$ cat src/rtl/ps2_host_tx.sv
// ---------------------------------------------------------------------------
// ps2_host_tx
//
// PS/2 host-to-device transmitter. Sends one command byte to the keyboard
// using the host-request sequence: clock inhibit, start bit, 8 data bits
// LSB first, odd parity, stop bit, then samples the device ACK. The PS/2
// lines are open-drain, so this block only requests "pull low" or "release".
//
// Ports:
//   Fast_Clock         system clock, all logic on rising edge
//   Raw_Reset_I        asynchronous reset, active-low
//   Send               start request, only honoured in IDLE
//   Tx_Byte[7:0]       byte to send, captured when Send is accepted
//   KB_Clk             PS/2 clock pin level (asynchronous)
//   KB_Data            PS/2 data pin level (asynchronous)
//   KB_Clk_Drive_Low   1 = pull clock pin low, 0 = release
//   KB_Data_Drive_Low  1 = pull data pin low, 0 = release
//   Busy               frame in progress; receive path ignores the bus
//   Done               one-cycle pulse at the end of every accepted frame
//   Ack_Err            device did not ACK; held until next accepted Send
//   Timeout_Err        device clock timeout; held until next accepted Send
// ---------------------------------------------------------------------------
module ps2_host_tx #(
  parameter int INHIBIT_CYCLES       = 5000,
  parameter int START_TIMEOUT_CYCLES = 750000,
  parameter int BIT_TIMEOUT_CYCLES   = 100000
) (
  input  logic       Fast_Clock,
  input  logic       Raw_Reset_I,
  input  logic       Send,
  input  logic [7:0] Tx_Byte,
  input  logic       KB_Clk,
  input  logic       KB_Data,
  output logic       KB_Clk_Drive_Low,
  output logic       KB_Data_Drive_Low,
  output logic       Busy,
  output logic       Done,
  output logic       Ack_Err,
  output logic       Timeout_Err
);

  // One shared cycle counter serves the inhibit period and both timeouts.
  localparam int MAX_A   = (INHIBIT_CYCLES > BIT_TIMEOUT_CYCLES) ? INHIBIT_CYCLES : BIT_TIMEOUT_CYCLES;
  localparam int MAX_CYC = (MAX_A > START_TIMEOUT_CYCLES) ? MAX_A : START_TIMEOUT_CYCLES;
  localparam int CW      = $clog2(MAX_CYC + 1);

  localparam logic [CW-1:0] CNT_ZERO   = CW'(0);
  localparam logic [CW-1:0] CNT_ONE    = CW'(1);
  localparam logic [CW-1:0] INH_LAST   = CW'(INHIBIT_CYCLES - 1);
  localparam logic [CW-1:0] START_LAST = CW'(START_TIMEOUT_CYCLES - 1);
  localparam logic [CW-1:0] BIT_LAST   = CW'(BIT_TIMEOUT_CYCLES - 1);

  typedef enum logic [2:0] {
    ST_IDLE      = 3'd0,
    ST_INHIBIT   = 3'd1,
    ST_START     = 3'd2,
    ST_WAIT_EDGE = 3'd3,
    ST_WAIT_IDLE = 3'd4,
    ST_FINISH    = 3'd5
  } state_t;

  // Odd parity: the parity bit makes the total count of ones odd.
  function automatic logic odd_parity(input logic [7:0] b);
    return ~^b;
  endfunction

  state_t          state_r;
  logic            clk_meta_r;
  logic            clk_sync_r;
  logic            clk_prev_r;
  logic            data_meta_r;
  logic            data_sync_r;
  logic [9:0]      shift_r;      // {stop, parity, byte}, shifted out LSB first
  logic [3:0]      bit_cnt_r;    // device clock falling edges seen this frame
  logic [CW-1:0]   cnt_r;
  logic            clk_drive_r;
  logic            data_drive_r;
  logic            busy_r;
  logic            done_r;
  logic            ack_err_r;
  logic            timeout_err_r;
  logic            fall_s;
  logic [CW-1:0]   edge_limit_s;

  assign fall_s = clk_prev_r & ~clk_sync_r;

  // Pick the edge timeout: the first device edge gets the longer start limit.
  always_comb begin
    edge_limit_s = BIT_LAST;
    if (bit_cnt_r == 4'd0) begin
      edge_limit_s = START_LAST;
    end else begin
      edge_limit_s = BIT_LAST;
    end
  end

  // Two-flop synchronizers for both pins plus the delayed clock for edge detect.
  always_ff @(posedge Fast_Clock or negedge Raw_Reset_I) begin
    if (!Raw_Reset_I) begin
      clk_meta_r  <= 1'b1;
      clk_sync_r  <= 1'b1;
      clk_prev_r  <= 1'b1;
      data_meta_r <= 1'b1;
      data_sync_r <= 1'b1;
    end else begin
      clk_meta_r  <= KB_Clk;
      clk_sync_r  <= clk_meta_r;
      clk_prev_r  <= clk_sync_r;
      data_meta_r <= KB_Data;
      data_sync_r <= data_meta_r;
    end
  end

  // Frame sequencer; every output is a register updated together with the state.
  always_ff @(posedge Fast_Clock or negedge Raw_Reset_I) begin
    if (!Raw_Reset_I) begin
      state_r       <= ST_IDLE;
      shift_r       <= 10'd0;
      bit_cnt_r     <= 4'd0;
      cnt_r         <= CNT_ZERO;
      clk_drive_r   <= 1'b0;
      data_drive_r  <= 1'b0;
      busy_r        <= 1'b0;
      done_r        <= 1'b0;
      ack_err_r     <= 1'b0;
      timeout_err_r <= 1'b0;
    end else begin
      done_r <= 1'b0;
      case (state_r)
        ST_IDLE: begin
          if (Send) begin
            shift_r       <= {1'b1, odd_parity(Tx_Byte), Tx_Byte};
            ack_err_r     <= 1'b0;
            timeout_err_r <= 1'b0;
            busy_r        <= 1'b1;
            clk_drive_r   <= 1'b1;
            data_drive_r  <= 1'b0;
            cnt_r         <= CNT_ZERO;
            state_r       <= ST_INHIBIT;
          end
        end
        ST_INHIBIT: begin
          if (cnt_r == INH_LAST) begin
            data_drive_r <= 1'b1;
            cnt_r        <= CNT_ZERO;
            state_r      <= ST_START;
          end else begin
            cnt_r <= cnt_r + CNT_ONE;
          end
        end
        ST_START: begin
          // Releasing the clock with data held low presents the start bit.
          clk_drive_r <= 1'b0;
          bit_cnt_r   <= 4'd0;
          cnt_r       <= CNT_ZERO;
          state_r     <= ST_WAIT_EDGE;
        end
        ST_WAIT_EDGE: begin
          if (fall_s) begin
            cnt_r <= CNT_ZERO;
            if (bit_cnt_r == 4'd10) begin
              // Device pulls data low for ACK; a high level means no ACK.
              ack_err_r    <= data_sync_r;
              data_drive_r <= 1'b0;
              state_r      <= ST_WAIT_IDLE;
            end else begin
              // Edges 0..9 put out data, parity, then the stop bit (release).
              data_drive_r <= ~shift_r[0];
              shift_r      <= {1'b0, shift_r[9:1]};
              bit_cnt_r    <= bit_cnt_r + 4'd1;
            end
          end else if (cnt_r == edge_limit_s) begin
            clk_drive_r   <= 1'b0;
            data_drive_r  <= 1'b0;
            timeout_err_r <= 1'b1;
            busy_r        <= 1'b0;
            done_r        <= 1'b1;
            state_r       <= ST_FINISH;
          end else begin
            cnt_r <= cnt_r + CNT_ONE;
          end
        end
        ST_WAIT_IDLE: begin
          if (clk_sync_r && data_sync_r) begin
            busy_r  <= 1'b0;
            done_r  <= 1'b1;
            state_r <= ST_FINISH;
          end else if (cnt_r == BIT_LAST) begin
            timeout_err_r <= 1'b1;
            busy_r        <= 1'b0;
            done_r        <= 1'b1;
            state_r       <= ST_FINISH;
          end else begin
            cnt_r <= cnt_r + CNT_ONE;
          end
        end
        ST_FINISH: begin
          // Send is deliberately not looked at here; only IDLE accepts it.
          clk_drive_r  <= 1'b0;
          data_drive_r <= 1'b0;
          state_r      <= ST_IDLE;
        end
        default: begin
          clk_drive_r  <= 1'b0;
          data_drive_r <= 1'b0;
          busy_r       <= 1'b0;
          state_r      <= ST_IDLE;
        end
      endcase
    end
  end

  assign KB_Clk_Drive_Low  = clk_drive_r;
  assign KB_Data_Drive_Low = data_drive_r;
  assign Busy              = busy_r;
  assign Done              = done_r;
  assign Ack_Err           = ack_err_r;
  assign Timeout_Err       = timeout_err_r;

endmodule

$ cat config.mk
export PLATFORM = sky130hd
export DESIGN_NAME = ps2_host_tx
export DESIGN_NICKNAME = d
export VERILOG_FILES = /design/src/rtl/ps2_host_tx.sv
export SDC_FILE = /design/constraint.sdc
export NUM_CORES = 1
export LEC_CHECK = 0
export CORE_UTILIZATION = 60
export CTS_CLUSTER_DIAMETER = 200
export DETAILED_ROUTE_END_ITERATION = 16
export PLACE_DENSITY_LB_ADDON = 0.2
export RECOVER_POWER = 50
export SYNTH_ARGS = -nofsm -noshare
export SYNTH_HDL_FRONTEND = slang
export SYNTH_SLANG_ARGS = --single-unit
$ cat constraint.sdc
create_clock -name Fast_Clock -period 4.05 [get_ports Fast_Clock]
set_input_delay 0.405 -clock Fast_Clock [delete_from_list [all_inputs] [get_ports Fast_Clock]]
set_output_delay 0.405 -clock Fast_Clock [all_outputs]
set_load 0.1 [all_outputs]
# Word level (Yosys, flattened, before mapping)
# Index checks and enable logic that the tools add are counted.
dict set report op_classes {
  add_sub_neg 2
  eq_ne 23
  mux 48
  bitwise 6
  reduce_logical 20
}
# operator n
set op_table {}
lappend op_table {{20-bit two-way mux} 7}
lappend op_table {{20-bit case mux with 5 select lines} 1}
lappend op_table {{10-bit two-way mux} 3}
lappend op_table {{3-bit two-way mux} 7}
lappend op_table {{20-bit by 1-bit adder with 20-bit output, second input constant} 1}
lappend op_table {{20-bit by 13-bit == test with 1-bit output, second input constant} 1}
lappend op_table {{20-bit by 17-bit == test with 1-bit output, second input constant} 1}
lappend op_table {{20-bit == test} 1}
lappend op_table {{2-bit != test, second input constant} 10}
lappend op_table {{10-bit case mux with 2 select lines} 1}
lappend op_table {{1-bit two-way mux} 19}
lappend op_table {{4-bit AND reduction} 4}
lappend op_table {{3-bit case mux with 5 select lines} 1}
lappend op_table {{5-bit AND reduction} 3}
lappend op_table {{3-bit != test, second input constant} 4}
lappend op_table {{4-bit two-way mux} 2}
lappend op_table {{1-bit case mux with 4 select lines} 2}
lappend op_table {{4-bit case mux with 2 select lines} 1}
lappend op_table {{8-bit XNOR reduction} 1}
lappend op_table {{3-bit by 2-bit == test with 1-bit output, second input constant} 2}
lappend op_table {{3-bit == test, second input constant} 2}
lappend op_table {{1-bit case mux with 3 select lines} 2}
lappend op_table {{6-bit AND reduction} 1}
lappend op_table {{1-bit NOT} 5}
lappend op_table {{14 further kinds} 17}
dict set report word_totals {
  register_bits 48
  output_inout_bits 6
}

# Logic depth before layout (Yosys ltp)
dict set report logic_depth {
  depth_word 6
  mapped_depth 9
}

# Worst setup path after synthesis
# No wires, ideal clock.
dict set report synth_timing {
  kind {register to register}
  from {register cnt_r[0]}
  to {register cnt_r[19]}
  setup_ns 0.128
  arrival_ns 2.291
  setup_slack_ns 1.631
  path_stages_with_launch 9
  synth_period_minus_slack_ns 2.419
  cell_sequence {dfrtp_1 ha_1 or4bb_1 or4_4 o31ai_4 inv_2 nand2_4 buf_8 o31ai_1}
}
dict set report synth_via {
  elab_chain_cells 4
  elab_cells_between_ends 13
  cone_classes {add/sub: 1; eq/ne: 5; mux: 6; reduce/logical: 1}
}
# element line
set synth_rtl {}
lappend synth_rtl {{start: declaration} 75} ;# logic [CW-1:0] cnt_r;
lappend synth_rtl {{start signal: assignment} 148} ;# cnt_r <= cnt_r + CNT_ONE;
lappend synth_rtl {{start signal: assignment} 180} ;# cnt_r <= cnt_r + CNT_ONE;
lappend synth_rtl {{start signal: assignment} 194} ;# cnt_r <= cnt_r + CNT_ONE;
lappend synth_rtl {{20-bit by 1-bit adder with 20-bit output} {148, 180, 194}}
lappend synth_rtl {{20-bit two-way mux, on equally long branches} {188, 172}}
lappend synth_rtl {{20-bit two-way mux, on equally long branches} {184, 159}}
lappend synth_rtl {{20-bit case mux with 5 select lines} 129} ;# case (state_r)
# Parallel ways exist; a longest one is shown, timed or not. The select of a mux whose other input is x is not followed.
# A chain may end at the register's enable or synchronous reset.

# Worst setup path in the final report
dict set report layout_timing {
  from {register cnt_r[0]}
  to {register cnt_r[12]}
}
# The elaborated chain is that of the path after synthesis.

==> impl_metrics.toml <==
[run_status]
run_status = "finished with violations"
violations = "max-capacitance violations, max-slew violations"

[timing]
setup_viol = 0
setup_tns_ns = 0
rsz0062_at_grt = "false"
max_freq_ghz = 0.3386
fin_ws_ns = 1.097
period_needed_ns = 2.953
min_period_over_period_pct = 72.91
worst_pin_slew_ns = 2.551
slew_viol_final = 49
hold_viol = 0
fin_worst_skew_ns = 0.009701
relSlewSlack_pct = -70.08

[route]
highest_layer = "met4"
drt-met1-wl_um = 2805
ant_nets = 0
wl_per_cell_um = 16.15
vias = 2362
drc = 0
avgViaCountPerCell = 6.349
wirelength_um = 6006
met3_length_um = 321
firstDrtPassIters = 5
met2WireLength_um = 2781
first_iter_violations = 231

[placed_design]
placed_cells = 364
hpwl_um = 4056
dpl_worst_slack_ns = 1.149
gp_congestion = 0.9193
io_buffers = 18

[grt]
antenna_found_initial = 0
grt_pass1_wl_um = 9528
grt_pass1_vias = 2049
grt.overflow.total = 0
grt_max_degree = 49
track_usage_pct = 27.42

[final_layout]
fin_util_pct = 71.98
antenna_cells = 0
nets = 338
n_fill_cell = 325
regArea_um2 = 1207
area_growth_pct = 10.78
final_cell_count_no_fill = 372
drive_above_1_share_pct = 7.143
multi_input_comb_area_um2 = 1379

[floorplan]
fp.dieW_um = 68.99
initial_core_util_pct = 64.98
fp.dieH_um = 68.99
top_level_ports = 19
row_count = 23
coreArea_um2 = 4144
die-area_um2 = 4760

[pwr]
power.density_nw_per_um2 = 296.5
p_leak_nw = 1.256
seq_power_share_pct = 54.8
ir_worst_vdd_mv = 0.2742
sw_frac_of_total_pct = 22.02
p_int_mw = 0.6898
combPwrFrac_pct = 4.7
total_power_mw = 0.8845
p_sw_mw = 0.1948
p_clk_share_pct = 40.4

[logic_synthesis]
synth.avg_cell_area_um2 = 8.771
ys_ff_latch = 48
yosysTopAreaCellShare_pct = 39.96
netlist_area_um2 = 2693
synth-main-ff-cell = "dfrtp_1"
synth_edf_count = 0
yosysSeqAreaShare_pct = 44.84
synth.most_common_cell = "dfrtp_1"
ys_types = 52
synthTopCellsByArea = "dfrtp_1, nand2_1, o21ai_0, dfstp_2, nor2_1"
async_flop_share_pct = 100.0
ys_top_cells_by_count = "dfrtp_1, nand2_1, nor2_1"
synth.net_count = 324
synth_top_cell_by_area = "dfrtp_1"
postSynthCellCount = 307
ys_warn_count = 0

[clock_tree]
cts-resized-gates = 0
clk_latency_ns = 0.31
post_cts_buffers = 0
cts_max_level = 2
clkTransAtPathRegs_ns = 0.10
clock_path_buffers = 2
cts_tree = "yes"
ctsHoldBuffers = 0
cts.sink_count = 48
cts_buffers = 5
clockRootBuffer = "clkbuf_8"

[setup_path]
crit_fanout = 19
startpoint_type = "register"
critPathArrivalTime_ns = 3.14
critPathKind = "reg -> reg"
worstPathRequired_ns = 4.23
cp-end-kind = "register"

[flow_run]
max-cap-violations = 1

[worst_hold_path]
min_path_type = "reg -> reg"
==> stage by stage <==
stage / instance area (µm²) / hold WS (ns)
after CTS: 2984 / 0.3160
after global placement: 2869 / 0.3480
after global routing: 2983 / 0.3718
after floorplan: 2693 / 0.1094
final: 2983 / 0.3649
after detailed placement: 2869 / 0.3519
==> registers in the layout, summed over array words and instances, names as in the netlist, 3 cells and up <==
| name | flops |
|---|---|
| bit_cnt_r | 4 |
| cnt_r | 20 |
| shift_r | 10 |
| state_r | 3 |
==> area by class of cell <==
cell class | count | area share [%]
Tap cell | 50 | 2.097
Timing Repair Buffer | 18 | 5.831
Sequential cell | 48 | 40.48
Multi-Input combinational cell | 236 | 46.22
Inverter | 12 | 1.510
Clock buffer | 5 | 2.307
Clock inverter | 3 | 1.552
==> power by group through the flow <==
stage | clock (mW) | combinational (mW) | sequential, mW
final | 0.358 | 0.0419 | 0.485
after global routing | 0.379 | 0.0469 | 0.485
after CTS | 0.362 | 0.0431 | 0.485
after detailed placement | 0 | 0.0431 | 0.494
after global placement | 0 | 0.0424 | 0.494
after floorplan | 0 | 0.0187 | 0.494
==> metal layers <==
layer  up-vias  track usage, %
met5         -               0
met4         0           9.694
met3         9           5.099
met2        82           42.11
met1      1135           38.46
li1       1136               -
==> worst max-delay path, cell delays in order (launching register included) <==
cell and delay [ns]:
dfrtp_1 0.41, ha_1 0.25, or4bb_1 0.48, or4_4 0.46
o31ai_4 0.63, inv_2 0.24, nand2_4 0.24, o41ai_1 0.10
==> cell usage in the layout, fill, tap and decap left out, drive strengths merged, types with 4 or more instances in the layout <==
cell type      count
and3               9
nand3             12
ha                 4
inv               13
dfrtp             43
dfstp              5
clkbuf             6
a31oi             12
a21oi             13
nand2b             4
nor4               7
o21ai             37
o31ai             11
xnor2              8
nor2              33
clkdlybuf4s50     15
nand2             42
==> final timing paths <==
kind                             start                end  slack, ns  cells after the start
min                        data_meta_r        data_sync_r       0.36                      0
min in group asynchronous  Raw_Reset_I  KB_Data_Drive_Low       0.89                      1
min reg2reg                data_meta_r        data_sync_r       0.36                      0
max reg2reg                   cnt_r[0]          cnt_r[12]       1.10                      7
max in group asynchronous  Raw_Reset_I       bit_cnt_r[2]       1.73                      1
max                           cnt_r[0]          cnt_r[12]       1.10                      7
==> cell families after synthesis <==
kind of cell	after synthesis	share of synthesized area, %
AOI/OAI and AO/OA	87	20.35
muxes	2	0.8364
xor gates and xnor gates	9	2.928
adders and majority gates	4	1.859
and+or+nand+nor	134	25.23
DFF	48	44.84
buffers and inverters	23	3.949
Note: power is estimated with default switching activity, not from simulation.
